## config.mk

```make
export PLATFORM = sky130hd
export DESIGN_NAME = i2c_arbiter
export DESIGN_NICKNAME = d
export VERILOG_FILES = /design/src/rtl/i2c_pkg.sv /design/src/rtl/i2c_rr_picker.sv /design/src/rtl/i2c_arbiter.sv
export SDC_FILE = /design/constraint.sdc
export NUM_CORES = 1
export LEC_CHECK = 0
export ABC_AREA = 1
export CELL_PAD_IN_SITES_DETAIL_PLACEMENT = 2
export CELL_PAD_IN_SITES_GLOBAL_PLACEMENT = 2
export CORE_ASPECT_RATIO = 1.5
export CORE_MARGIN = 5
export CORE_UTILIZATION = 21
export CTS_BUF_LIST = sky130_fd_sc_hd__clkbuf_4 sky130_fd_sc_hd__clkbuf_8 sky130_fd_sc_hd__clkbuf_16
export CTS_CLUSTER_DIAMETER = 60
export DETAILED_ROUTE_END_ITERATION = 10
export PLACE_DENSITY_LB_ADDON = 0.1
export SLEW_MARGIN = 20
export SYNTH_ARGS = -nofsm -noshare
export SYNTH_HDL_FRONTEND = slang
export SYNTH_SLANG_ARGS = --single-unit
```

## constraint.sdc

```tcl
create_clock -name clk -period 2.81 [get_ports clk]
set_clock_uncertainty 0.05 [all_clocks]
set_input_delay 0.562 -clock clk [delete_from_list [all_inputs] [get_ports clk]]
set_output_delay 0.562 -clock clk [all_outputs]
set_load 0.05 [all_outputs]
```

## src/rtl/i2c_pkg.sv

```systemverilog
// i2c_pkg
//   Shared definitions for the i2c block: arbiter state encoding, default
//   command/status widths (reused by the i2c top) and a helper that sizes
//   the arbiter watchdog counter.
//   No ports.
package i2c_pkg;

  typedef enum logic [1:0] {
    ST_IDLE      = 2'd0,
    ST_ISSUE     = 2'd1,
    ST_WAIT_DONE = 2'd2,
    ST_RELEASE   = 2'd3
  } arb_state_e;

  localparam int ADDR_BYTES = 1;
  localparam int DATA_BYTES = 2;
  localparam int ST_WIDTH   = 1 + ADDR_BYTES + DATA_BYTES;

  localparam int TO_CNT_MIN_W = 16;

  // Watchdog counter width: wide enough for the limit, never below 16 bits.
  function automatic int to_cnt_width(input int unsigned limit);
    int w;
    w = $clog2(limit + 1);
    return (w < TO_CNT_MIN_W) ? TO_CNT_MIN_W : w;
  endfunction

endpackage

```

## src/rtl/i2c_rr_picker.sv

```systemverilog
// i2c_rr_picker
//   Combinational round-robin selector: the winner is the first set bit of
//   req at or after rr_ptr, wrapping from NUM_REQ-1 back to 0.
//   Ports:
//     req        in  NUM_REQ  request levels
//     rr_ptr     in  IW       search start index (must be < NUM_REQ)
//     win_onehot out NUM_REQ  one-hot winner (0 when no request)
//     win_idx    out IW       winner index
//     win_valid  out 1        at least one request present
module i2c_rr_picker #(
  parameter int NUM_REQ = 4,
  parameter int IW      = $clog2(NUM_REQ)
) (
  input  logic [NUM_REQ-1:0] req,
  input  logic [IW-1:0]      rr_ptr,
  output logic [NUM_REQ-1:0] win_onehot,
  output logic [IW-1:0]      win_idx,
  output logic               win_valid
);

  always_comb begin
    win_onehot = '0;
    win_idx    = '0;
    win_valid  = 1'b0;
    for (int i = 0; i < NUM_REQ; i++) begin
      int k;
      k = int'(rr_ptr) + i;
      if (k >= NUM_REQ) k = k - NUM_REQ;
      if (!win_valid && req[k]) begin
        win_valid     = 1'b1;
        win_idx       = IW'(k);
        win_onehot[k] = 1'b1;
      end
    end
  end

endmodule

```

## src/rtl/i2c_arbiter.sv

```systemverilog
// i2c_arbiter
//   Round-robin command arbiter sharing one i2c_master between NUM_REQ
//   requesters. Captures the winner's command, holds the level enable to the
//   master until its done rises, then pulses ack with read data and status.
//   Optional watchdog: define I2C_ARB_TIMEOUT_EN to abort a transaction that
//   sees no done edge within TIMEOUT_CYCLES (ack with err=1).
//   Ports:
//     clk, reset                       clock, async active-high reset
//     req/req_rnw                      per-requester request level, 1=read
//     req_chip_addr/reg_addr/wdata     packed per-requester command fields
//     gnt, ack, err, rdata, rstatus    grant, completion pulse and response
//     m_chip_addr/m_reg_addr/m_data_in registered command to the master
//     m_write_en/m_read_en/m_write_mode master enables (write_mode tied 0)
//     m_done/m_busy/m_data_out/m_status master response
//
//   state        | meaning
//   -------------+-----------------------------------------------
//   ST_IDLE      | waiting for any req; picks winner, captures cmd
//   ST_ISSUE     | enable asserted, gnt valid
//   ST_WAIT_DONE | waiting for m_done rising edge (or watchdog)
//   ST_RELEASE   | ack pulse, response valid, gnt and enables low
module i2c_arbiter #(
  parameter int          NUM_REQ        = 4,
  parameter int          ADDR_BYTES     = i2c_pkg::ADDR_BYTES,
  parameter int          DATA_BYTES     = i2c_pkg::DATA_BYTES,
  parameter int          ST_WIDTH       = 1 + ADDR_BYTES + DATA_BYTES,
  parameter int unsigned TIMEOUT_CYCLES = 65535
) (
  input  logic                               clk,
  input  logic                               reset,
  input  logic [NUM_REQ-1:0]                 req,
  input  logic [NUM_REQ-1:0]                 req_rnw,
  input  logic [7*NUM_REQ-1:0]               req_chip_addr,
  input  logic [8*ADDR_BYTES*NUM_REQ-1:0]    req_reg_addr,
  input  logic [8*DATA_BYTES*NUM_REQ-1:0]    req_wdata,
  output logic [NUM_REQ-1:0]                 gnt,
  output logic [NUM_REQ-1:0]                 ack,
  output logic                               err,
  output logic [8*DATA_BYTES-1:0]            rdata,
  output logic [ST_WIDTH-1:0]                rstatus,
  output logic [6:0]                         m_chip_addr,
  output logic [8*ADDR_BYTES-1:0]            m_reg_addr,
  output logic [8*DATA_BYTES-1:0]            m_data_in,
  output logic                               m_write_en,
  output logic                               m_read_en,
  output logic                               m_write_mode,
  input  logic                               m_done,
  input  logic                               m_busy,
  input  logic [8*DATA_BYTES-1:0]            m_data_out,
  input  logic [ST_WIDTH-1:0]                m_status
);

  import i2c_pkg::*;

  localparam int IW = (NUM_REQ > 1) ? $clog2(NUM_REQ) : 1;
  localparam int AW = 8 * ADDR_BYTES;
  localparam int DW = 8 * DATA_BYTES;

  arb_state_e           state_q, state_d;
  logic [IW-1:0]        rr_ptr_q, rr_ptr_d;
  logic [NUM_REQ-1:0]   gnt_q, gnt_d;
  logic [NUM_REQ-1:0]   ack_q, ack_d;
  logic                 rnw_q, rnw_d;
  logic [6:0]           chip_q, chip_d;
  logic [AW-1:0]        reg_q, reg_d;
  logic [DW-1:0]        wdata_q, wdata_d;
  logic                 wr_en_q, wr_en_d;
  logic                 rd_en_q, rd_en_d;
  logic [DW-1:0]        rdata_q, rdata_d;
  logic [ST_WIDTH-1:0]  rstatus_q, rstatus_d;
  logic                 m_done_q;
  logic                 done_edge;

  logic [NUM_REQ-1:0]   win_onehot;
  logic [IW-1:0]        win_idx;
  logic                 win_valid;

`ifdef I2C_ARB_TIMEOUT_EN
  localparam int        CW        = to_cnt_width(TIMEOUT_CYCLES);
  localparam logic [CW-1:0] CNT_LIMIT = CW'(TIMEOUT_CYCLES);
  logic [CW-1:0]        cnt_q, cnt_d;
  logic                 err_q, err_d;
`endif

  i2c_rr_picker #(
    .NUM_REQ (NUM_REQ),
    .IW      (IW)
  ) u_picker (
    .req        (req),
    .rr_ptr     (rr_ptr_q),
    .win_onehot (win_onehot),
    .win_idx    (win_idx),
    .win_valid  (win_valid)
  );

  // A done level left high from an earlier command never looks like an edge.
  assign done_edge = m_done & ~m_done_q;

  always_comb begin
    state_d   = state_q;
    rr_ptr_d  = rr_ptr_q;
    gnt_d     = gnt_q;
    ack_d     = '0;
    rnw_d     = rnw_q;
    chip_d    = chip_q;
    reg_d     = reg_q;
    wdata_d   = wdata_q;
    wr_en_d   = wr_en_q;
    rd_en_d   = rd_en_q;
    rdata_d   = rdata_q;
    rstatus_d = rstatus_q;
`ifdef I2C_ARB_TIMEOUT_EN
    cnt_d     = cnt_q;
    err_d     = err_q;
`endif

    case (state_q)
      ST_IDLE: begin
        if (win_valid) begin
          state_d  = ST_ISSUE;
          gnt_d    = win_onehot;
          rr_ptr_d = (win_idx == IW'(NUM_REQ - 1)) ? '0 : win_idx + 1'b1;
          rnw_d    = req_rnw[win_idx];
          chip_d   = req_chip_addr[7*win_idx +: 7];
          reg_d    = req_reg_addr[AW*win_idx +: AW];
          wdata_d  = req_wdata[DW*win_idx +: DW];
          wr_en_d  = ~req_rnw[win_idx];
          rd_en_d  = req_rnw[win_idx];
`ifdef I2C_ARB_TIMEOUT_EN
          cnt_d    = '0;
`endif
        end
      end

      ST_ISSUE: begin
        state_d = ST_WAIT_DONE;
`ifdef I2C_ARB_TIMEOUT_EN
        cnt_d   = cnt_q + 1'b1;
`endif
      end

      ST_WAIT_DONE: begin
        if (done_edge) begin
          state_d   = ST_RELEASE;
          gnt_d     = '0;
          ack_d     = gnt_q;
          wr_en_d   = 1'b0;
          rd_en_d   = 1'b0;
          rstatus_d = m_status;
          if (rnw_q) rdata_d = m_data_out;
`ifdef I2C_ARB_TIMEOUT_EN
          err_d     = 1'b0;
`endif
        end
`ifdef I2C_ARB_TIMEOUT_EN
        else if (cnt_q == CNT_LIMIT) begin
          state_d   = ST_RELEASE;
          gnt_d     = '0;
          ack_d     = gnt_q;
          wr_en_d   = 1'b0;
          rd_en_d   = 1'b0;
          rstatus_d = m_status;
          err_d     = 1'b1;
        end else begin
          cnt_d = cnt_q + 1'b1;
          // Enables drop the cycle the limit is reached, one cycle ahead of
          // the error completion.
          if (cnt_d == CNT_LIMIT) begin
            wr_en_d = 1'b0;
            rd_en_d = 1'b0;
          end
        end
`endif
      end

      ST_RELEASE: begin
        state_d = ST_IDLE;
      end

      default: begin
        state_d = ST_IDLE;
      end
    endcase
  end

  always_ff @(posedge clk or posedge reset) begin
    if (reset) begin
      state_q   <= ST_IDLE;
      rr_ptr_q  <= '0;
      gnt_q     <= '0;
      ack_q     <= '0;
      rnw_q     <= 1'b0;
      chip_q    <= '0;
      reg_q     <= '0;
      wdata_q   <= '0;
      wr_en_q   <= 1'b0;
      rd_en_q   <= 1'b0;
      rdata_q   <= '0;
      rstatus_q <= '0;
      m_done_q  <= 1'b0;
`ifdef I2C_ARB_TIMEOUT_EN
      cnt_q     <= '0;
      err_q     <= 1'b0;
`endif
    end else begin
      state_q   <= state_d;
      rr_ptr_q  <= rr_ptr_d;
      gnt_q     <= gnt_d;
      ack_q     <= ack_d;
      rnw_q     <= rnw_d;
      chip_q    <= chip_d;
      reg_q     <= reg_d;
      wdata_q   <= wdata_d;
      wr_en_q   <= wr_en_d;
      rd_en_q   <= rd_en_d;
      rdata_q   <= rdata_d;
      rstatus_q <= rstatus_d;
      m_done_q  <= m_done;
`ifdef I2C_ARB_TIMEOUT_EN
      cnt_q     <= cnt_d;
      err_q     <= err_d;
`endif
    end
  end

  assign gnt          = gnt_q;
  assign ack          = ack_q;
  assign rdata        = rdata_q;
  assign rstatus      = rstatus_q;
  assign m_chip_addr  = chip_q;
  assign m_reg_addr   = reg_q;
  assign m_data_in    = wdata_q;
  assign m_write_en   = wr_en_q;
  assign m_read_en    = rd_en_q;
  assign m_write_mode = 1'b0;

`ifdef I2C_ARB_TIMEOUT_EN
  assign err = err_q;
`else
  assign err = 1'b0;
`endif

  // m_busy is informational only; the watchdog relies on the cycle count.
  logic unused_ok;
  assign unused_ok = &{1'b0, m_busy, TIMEOUT_CYCLES[0]};

endmodule
```

==> results of run 1 <==
-- sequential cells by signal, indices dropped and copies added, names as in the netlist --
| name | count |
|---|---|
| ack | 4 |
| gnt | 4 |
| m_chip_addr | 7 |
| m_data_in | 16 |
| m_done_q | 1 |
| m_read_en | 1 |
| m_reg_addr | 8 |
| m_write_en | 1 |
| rdata | 16 |
| rnw_q | 1 |
| rr_ptr_q | 2 |
| rstatus | 4 |
| state_q | 2 |
-- stage by stage --
stage	total power, W	instance area [µm²]	util (%)
after floorplan	0.00738	4770	-
after global placement	0.00994	7270	32.5
after detailed placement	0.0102	7270	32.5
after CTS	0.0113	7550	33.7
after global routing	0.0121	7550	33.7
final	0.0110	7550	33.7
-- worst register-to-register path, stage by stage, from the launching register on --
cell and delay, ps:
dfrtp_1 380, inv_1 200, ha_1 340, inv_1 160
nand2_1 90, nand2_2 120, o21ai_1 90, nand2_2 120
buf_4 410, nand4_1 180, nand3_1 130, nand2_1 60
nand2_1 70, nand2_1 60
-- layout by cell type (no fill, tap or decap), drive strengths merged --
| cell type | synthesis | layout |
|---|---|---|
| a21oi | 7 | 7 |
| clkdlybuf4s50 | 0 | 215 |
| nor3 | 1 | 1 |
| o21ai | 17 | 17 |
| nand3 | 78 | 78 |
| nand3b | 1 | 1 |
| nand2 | 234 | 234 |
| dfrtp | 67 | 67 |
| clkbuf | 4 | 9 |
| o22ai | 3 | 3 |
| buf | 39 | 19 |
| conb | 1 | 2 |
| nand4 | 66 | 66 |
| ha | 8 | 8 |
| a21boi | 1 | 1 |
| nor2 | 12 | 12 |
| clkinvlp | 0 | 3 |
| inv | 148 | 152 |
| mux2 | 20 | 20 |
-- worst max-delay path by stage --
stage,from,end,slack [ps],cells past startpoint
final,rr_ptr_q[1],m_data_in[13],250,13
after global routing,rr_ptr_q[1],m_data_in[7],20,13
after CTS,rr_ptr_q[1],m_chip_addr[6],190,13
after detailed placement,req[0],m_data_in[2],20,14
after global placement,req[3],m_chip_addr[0],100,12
after floorplan,reset,ack[0],510,1
-- power by group through the flow --
stage | clock network, W | logic [W] | registers, W
after global placement | 0 | 0.00831 | 0.00164
after floorplan | 0 | 0.00443 | 0.00294
after global routing | 0.00118 | 0.00921 | 0.00169
final | 0.00109 | 0.00831 | 0.00164
after CTS | 0.00114 | 0.00853 | 0.00165
after detailed placement | 0 | 0.00848 | 0.00167
-- cell families after synthesis --
group                      after synthesis
muxes                                   20
AOI/OAI and AO/OA                       28
buffers and inverters                  191
other                                    1
adders and majority gates                8
DFF                                     67
and+or+nand+nor                        392
-- layer usage --
metal / vias to the layer above / global-route usage, %
li1: 2617 / -
met1: 2549 / 17.1
met2: 166 / 27.4
met3: 13 / 3.96
met4: 0 / 2.97
met5: - / 0
-- final cells by class --
cell class / instances / area (µm²) / area share (%)
clock buffer: 9 / 225 / 2.98
clock inverter: 7 / 57.6 / 0.762
inverter: 148 / 558 / 7.39
multi-input combinational: 450 / 2300 / 30.5
sequential: 67 / 1680 / 22.2
tap: 276 / 345 / 4.57
timing repair buffer: 234 / 2380 / 31.6
==> impl_metrics.json, run 1 <==
{
  "status": "finished clean",
  "firstDrtPassIters": 4,
  "worstSkewPairLatency_ps": 340,
  "max-cap-violations": 0,
  "crit_family": "simple AND/OR/NAND/NOR gates",
  "die_w_um": 133,
  "fp-row-count": 67,
  "synth.top_cell.area_share_pct": 35.2,
  "critPathRequiredTime_ps": 2990,
  "crit_buf_inv": 3,
  "synthAdderAreaFrac_pct": 2.10,
  "tns_ps": 0,
  "top_layer_used": "met4",
  "hold_path_depth": 2,
  "antenna_left": 0,
  "cts_setup_buffers": 0,
  "antenna_found_initial": 0,
  "r2r_end": "m_data_in[13]",
  "wl_per_cell_um": 16.2,
  "setup-violations-final": 0,
  "synth_warnings": 0,
  "r2r_cells": 13,
  "rsz0062_at_grt": "false",
  "timing.hold.ws_ps": 434,
  "wl_met1_mm": 8.02,
  "drive_above_1_share_pct": 8.52,
  "synthArstFlopShare_pct": 100,
  "fill_cells": 2612,
  "p_sw_w": 0.00617,
  "synth_edf_count": 0,
  "wl_met3_mm": 1.15,
  "coreArea_um2": 22400,
  "synth_top_family_by_area": "simple AND/OR/NAND/NOR gates",
  "drt_iter0_markers": 83,
  "grt_max_degree": 51,
  "critPathCaptureType": "flip-flop",
  "drc": 0,
  "port_buffers": 215,
  "synth-simple-area-share_pct": 37.9,
  "die_y_um": 195,
  "wl_mm": 19.3,
  "synth_common_cells": "nand2_1 (228), inv_1 (144), nand3_1 (74)",
  "ys_types": 29,
  "synth.yosys.seq_area_share_pct": 35.2,
  "finalCritPeriodShare_pct": 91.2,
  "cts.repair.resized": 0,
  "synth_compound_area_share_pct": 3.15,
  "cpMostUsedCell": "nand2_1",
  "cp-start-kind": "flip-flop",
  "slowest_stage": "buf_4",
  "diodes": 0,
  "cts_hold_buf": 0,
  "dp_slack_ps": 17.9,
  "slowest_delay_ps": 410,
  "peakVddDrop_v": 0.000827,
  "cts_made_buffers": 9,
  "syn_inst": 707,
  "grt_pass1_vias": 6035,
  "grt-ovfl-total": 0,
  "area_growth_pct": 58.3,
  "cp.arrival_ps": 2740,
  "cts_tree": "built",
  "final_cells": 1191,
  "combPwrFrac_pct": 75.3,
  "synth_top_area_cell": "dfrtp_1",
  "power.internal_w": 0.00487,
  "start_util_pct": 21.3,
  "sequentialPowerShare_pct": 14.9,
  "io_pins": 219,
  "finalHoldViolCount": 0,
  "fin_ws_ps": 246,
  "crit_type": "flip-flop to flip-flop",
  "drt-vias-per-instance": 4.49,
  "final_nets": 1074,
  "grt_pass1_wl_mm": 31.6,
  "clk_path_buf_depth": 2,
  "fin_crit_ps": 2560,
  "crit_chain": "inv_1 -> ha_1 -> inv_1 -> nand2_1 -> nand2_2 -> o21ai_1 -> nand2_2 -> buf_4 -> nand4_1 -> nand3_1 -> nand2_1 -> nand2_1 -> nand2_1",
  "synth_ff_type": "dfrtp_1",
  "p_leak_nw": 3.86,
  "dp.cells": 1175,
  "wl_met2_mm": 9.97,
  "worst_pin_slew_ps": 724,
  "vias": 5345,
  "clkPwrFrac_pct": 9.8,
  "synth-seq-cells": 67,
  "switching_share_pct": 55.9,
  "avgSynthCellArea_um2": 6.74,
  "synthMuxAreaShare_pct": 4.72,
  "synth_xor_area_share_pct": 0,
  "crit-reg2reg-launch": "rr_ptr_q[1]",
  "dieArea_um2": 25900,
  "reg2reg_slack_ps": 250,
  "syn_area_um2": 4770,
  "post-synth-top-count-cell": "nand2_1",
  "relSlewSlack_pct": 51.7,
  "hold_end": "m_data_in[5]",
  "htree_levels": 3,
  "cts_root_buffer": "clkbuf_16",
  "path_clk_slew_ps": 70,
  "track_usage_pct": 14.8,
  "fmax_mhz": 390,
  "crit_fanout": 43,
  "hp-class": "flip-flop to flip-flop",
  "place_hpwl_mm": 15.3,
  "cts_sinks": 67,
  "gp_congestion": 0.814,
  "slew_viol_final": 0,
  "synth.area.top_cells": "dfrtp_1 (35%), nand2_1 (18%), inv_1 (11%)",
  "power.density_nw_per_um2": 1460,
  "hp-start": "m_data_in[5]"
}
Note: power is estimated with default switching activity, not from simulation.
==> inputs of run 2 (changes only) <==
--- a/config.mk
+++ b/config.mk
@@ -6,15 +6,15 @@
 export NUM_CORES = 1
 export LEC_CHECK = 0
 export ABC_AREA = 1
-export CELL_PAD_IN_SITES_DETAIL_PLACEMENT = 2
+export CELL_PAD_IN_SITES_DETAIL_PLACEMENT = 1
 export CELL_PAD_IN_SITES_GLOBAL_PLACEMENT = 2
-export CORE_ASPECT_RATIO = 1.5
 export CORE_MARGIN = 5
 export CORE_UTILIZATION = 21
 export CTS_BUF_LIST = sky130_fd_sc_hd__clkbuf_4 sky130_fd_sc_hd__clkbuf_8 sky130_fd_sc_hd__clkbuf_16
 export CTS_CLUSTER_DIAMETER = 60
 export DETAILED_ROUTE_END_ITERATION = 10
 export PLACE_DENSITY_LB_ADDON = 0.1
+export SKIP_CTS_REPAIR_TIMING = 1
 export SLEW_MARGIN = 20
 export SYNTH_ARGS = -nofsm -noshare
 export SYNTH_HDL_FRONTEND = slang
==> run 2 against run 1 <==
Die area fell by 0.24%. Via count fell by 1.2%. Worst hold slack got worse by 7.3 ps.
==> impl_metrics.json, run 2 (synthesis gave the netlist of run 1 again) <==
{
  "grt_max_degree": 40,
  "path_clk_slew_ps": 60,
  "drt-vias-per-instance": 4.38,
  "fmax_mhz": 393,
  "cts_sinks": 67,
  "layout_common_cells": "nand2_1 (226), clkdlybuf4s50_1 (215), inv_1 (143)",
  "grt_pass1_wl_mm": 31.3,
  "io_pins": 219,
  "drive_above_1_share_pct": 9.24,
  "worstSkewPairLatency_ps": 330,
  "grt-ovfl-total": 0,
  "dp.cells": 1189,
  "max-cap-violations": 0,
  "cp-start-kind": "flip-flop",
  "wl_per_cell_um": 16.4,
  "drc": 0,
  "cts_root_buffer": "clkbuf_16",
  "peakVddDrop_v": 0.000891,
  "wl_mm": 19.7,
  "port_buffers": 215,
  "crit_type": "flip-flop to flip-flop",
  "cp.arrival_ps": 2730,
  "final_area_um2": 7680,
  "relSlewSlack_pct": 62.7,
  "cts_tree": "built",
  "crit_fanout": 35,
  "finalHoldViolCount": 0,
  "htree_levels": 3,
  "crit_chain": "inv_1 -> ha_2 -> inv_1 -> nand2_1 -> nand2_2 -> nor2_4 -> nand3_2 -> nand3_2 -> buf_12 -> nand2_1 -> nand3_1 -> nand2_1 -> nand2_1 -> nand2_1",
  "critPathRequiredTime_ps": 2990,
  "gp_congestion": 0.754,
  "status": "finished clean",
  "critPathCaptureType": "flip-flop",
  "layout_commonest_cell": "nand2_1",
  "place_hpwl_mm": 15.1,
  "cts_made_buffers": 9,
  "multi_input_area_um2": 2310,
  "firstDrtPassIters": 4,
  "slew_viol_final": 0,
  "fin_crit_ps": 2550,
  "clk_path_buf_depth": 2,
  "power.density_nw_per_um2": 1500,
  "tns_ps": 0,
  "area_growth_pct": 61.1,
  "track_usage_pct": 15.1,
  "antenna_left": 0,
  "coreArea_um2": 22500,
  "final_nets": 1079,
  "rsz0062_at_grt": "false",
  "slowest_stage": "dfrtp_2",
  "cpMostUsedCell": "nand2_1",
  "slowest_delay_ps": 460,
  "vias": 5283,
  "die_w_um": 161,
  "regArea_um2": 1680,
  "die_y_um": 161,
  "setup-violations-final": 0,
  "power_w": 0.0115,
  "place_area_um2": 7350,
  "fp-row-count": 55,
  "drt_iter0_markers": 162,
  "start_util_pct": 21.2,
  "fill_cells": 2722,
  "grt_pass1_vias": 5873,
  "hp-class": "flip-flop to flip-flop",
  "p_leak_nw": 3.92,
  "finalCritPeriodShare_pct": 90.6,
  "final_cells": 1206,
  "worst_pin_slew_ps": 558,
  "dieArea_um2": 25800,
  "antenna_found_initial": 1
}
run 2: changes by cell type in the layout (fill, tap and decap cells not counted), moves of 2 or more:
cell        change
buf_4           +2
clkinv_4        +2
buf_12          +3
bufinv_16       +2
inv_6           -4
clkinvlp_4      -2
run 2: power by group:
group	switching [W]	internal, W	leakage, nW	total (W)
sequential	0.000247	0.00142	0.839	0.00166
combinational	0.00559	0.00304	2.93	0.00863
clock	0.000459	0.000789	0.156	0.00125
total	0.00630	0.00524	3.92	0.0115
run 2: layout make-up:
| class | instances | share of cell area [%] |
|---|---|---|
| tap | 285 | 4.64 |
| clock inverter | 6 | 1.17 |
| multi-input combinational | 450 | 30.0 |
| sequential | 67 | 21.8 |
| inverter | 148 | 7.27 |
| antenna | 1 | 0.0326 |
| timing repair buffer | 239 | 32.0 |
| clock buffer | 10 | 3.03 |
run 2: layer usage:
layer / global-route usage, % / vias up / wire, µm
met3: 4.18 / 19 / 1110
met2: 26.1 / 122 / 9830
met1: 18.5 / 2522 / 8480
met4: 3.95 / 0 / 303
met5: 0 / - / 0
li1: - / 2620 / -
run 2: path summary, 6_finish.rpt:
check,cells past startpoint,to,start,slack (ps)
min in group asynchronous,3,rdata[8],reset,610
max in group asynchronous,3,rr_ptr_q[1],reset,1750
setup / recovery,14,m_data_in[8],rr_ptr_q[1],260
setup reg to reg,14,m_data_in[8],rr_ptr_q[1],260
hold / removal,2,m_data_in[1],m_data_in[1],430
hold reg to reg,2,m_data_in[1],m_data_in[1],430
run 2: critical path: cells and delay by family (launching register included):
kind | cells | cell delay, ps
adders and majority gates | 1 | 400
DFF | 1 | 460
and+or+nand+nor | 10 | 1100
buffers and inverters | 3 | 410
run 2: through the flow:
step	util, %	hold slack, ps	setup WS, ps
final	34.1	427	263
after global routing	34.1	454	5.32
after CTS	34.1	430	66.7
after detailed placement	32.7	414	78.1
after global placement	32.7	414	110
after floorplan	-	400	515
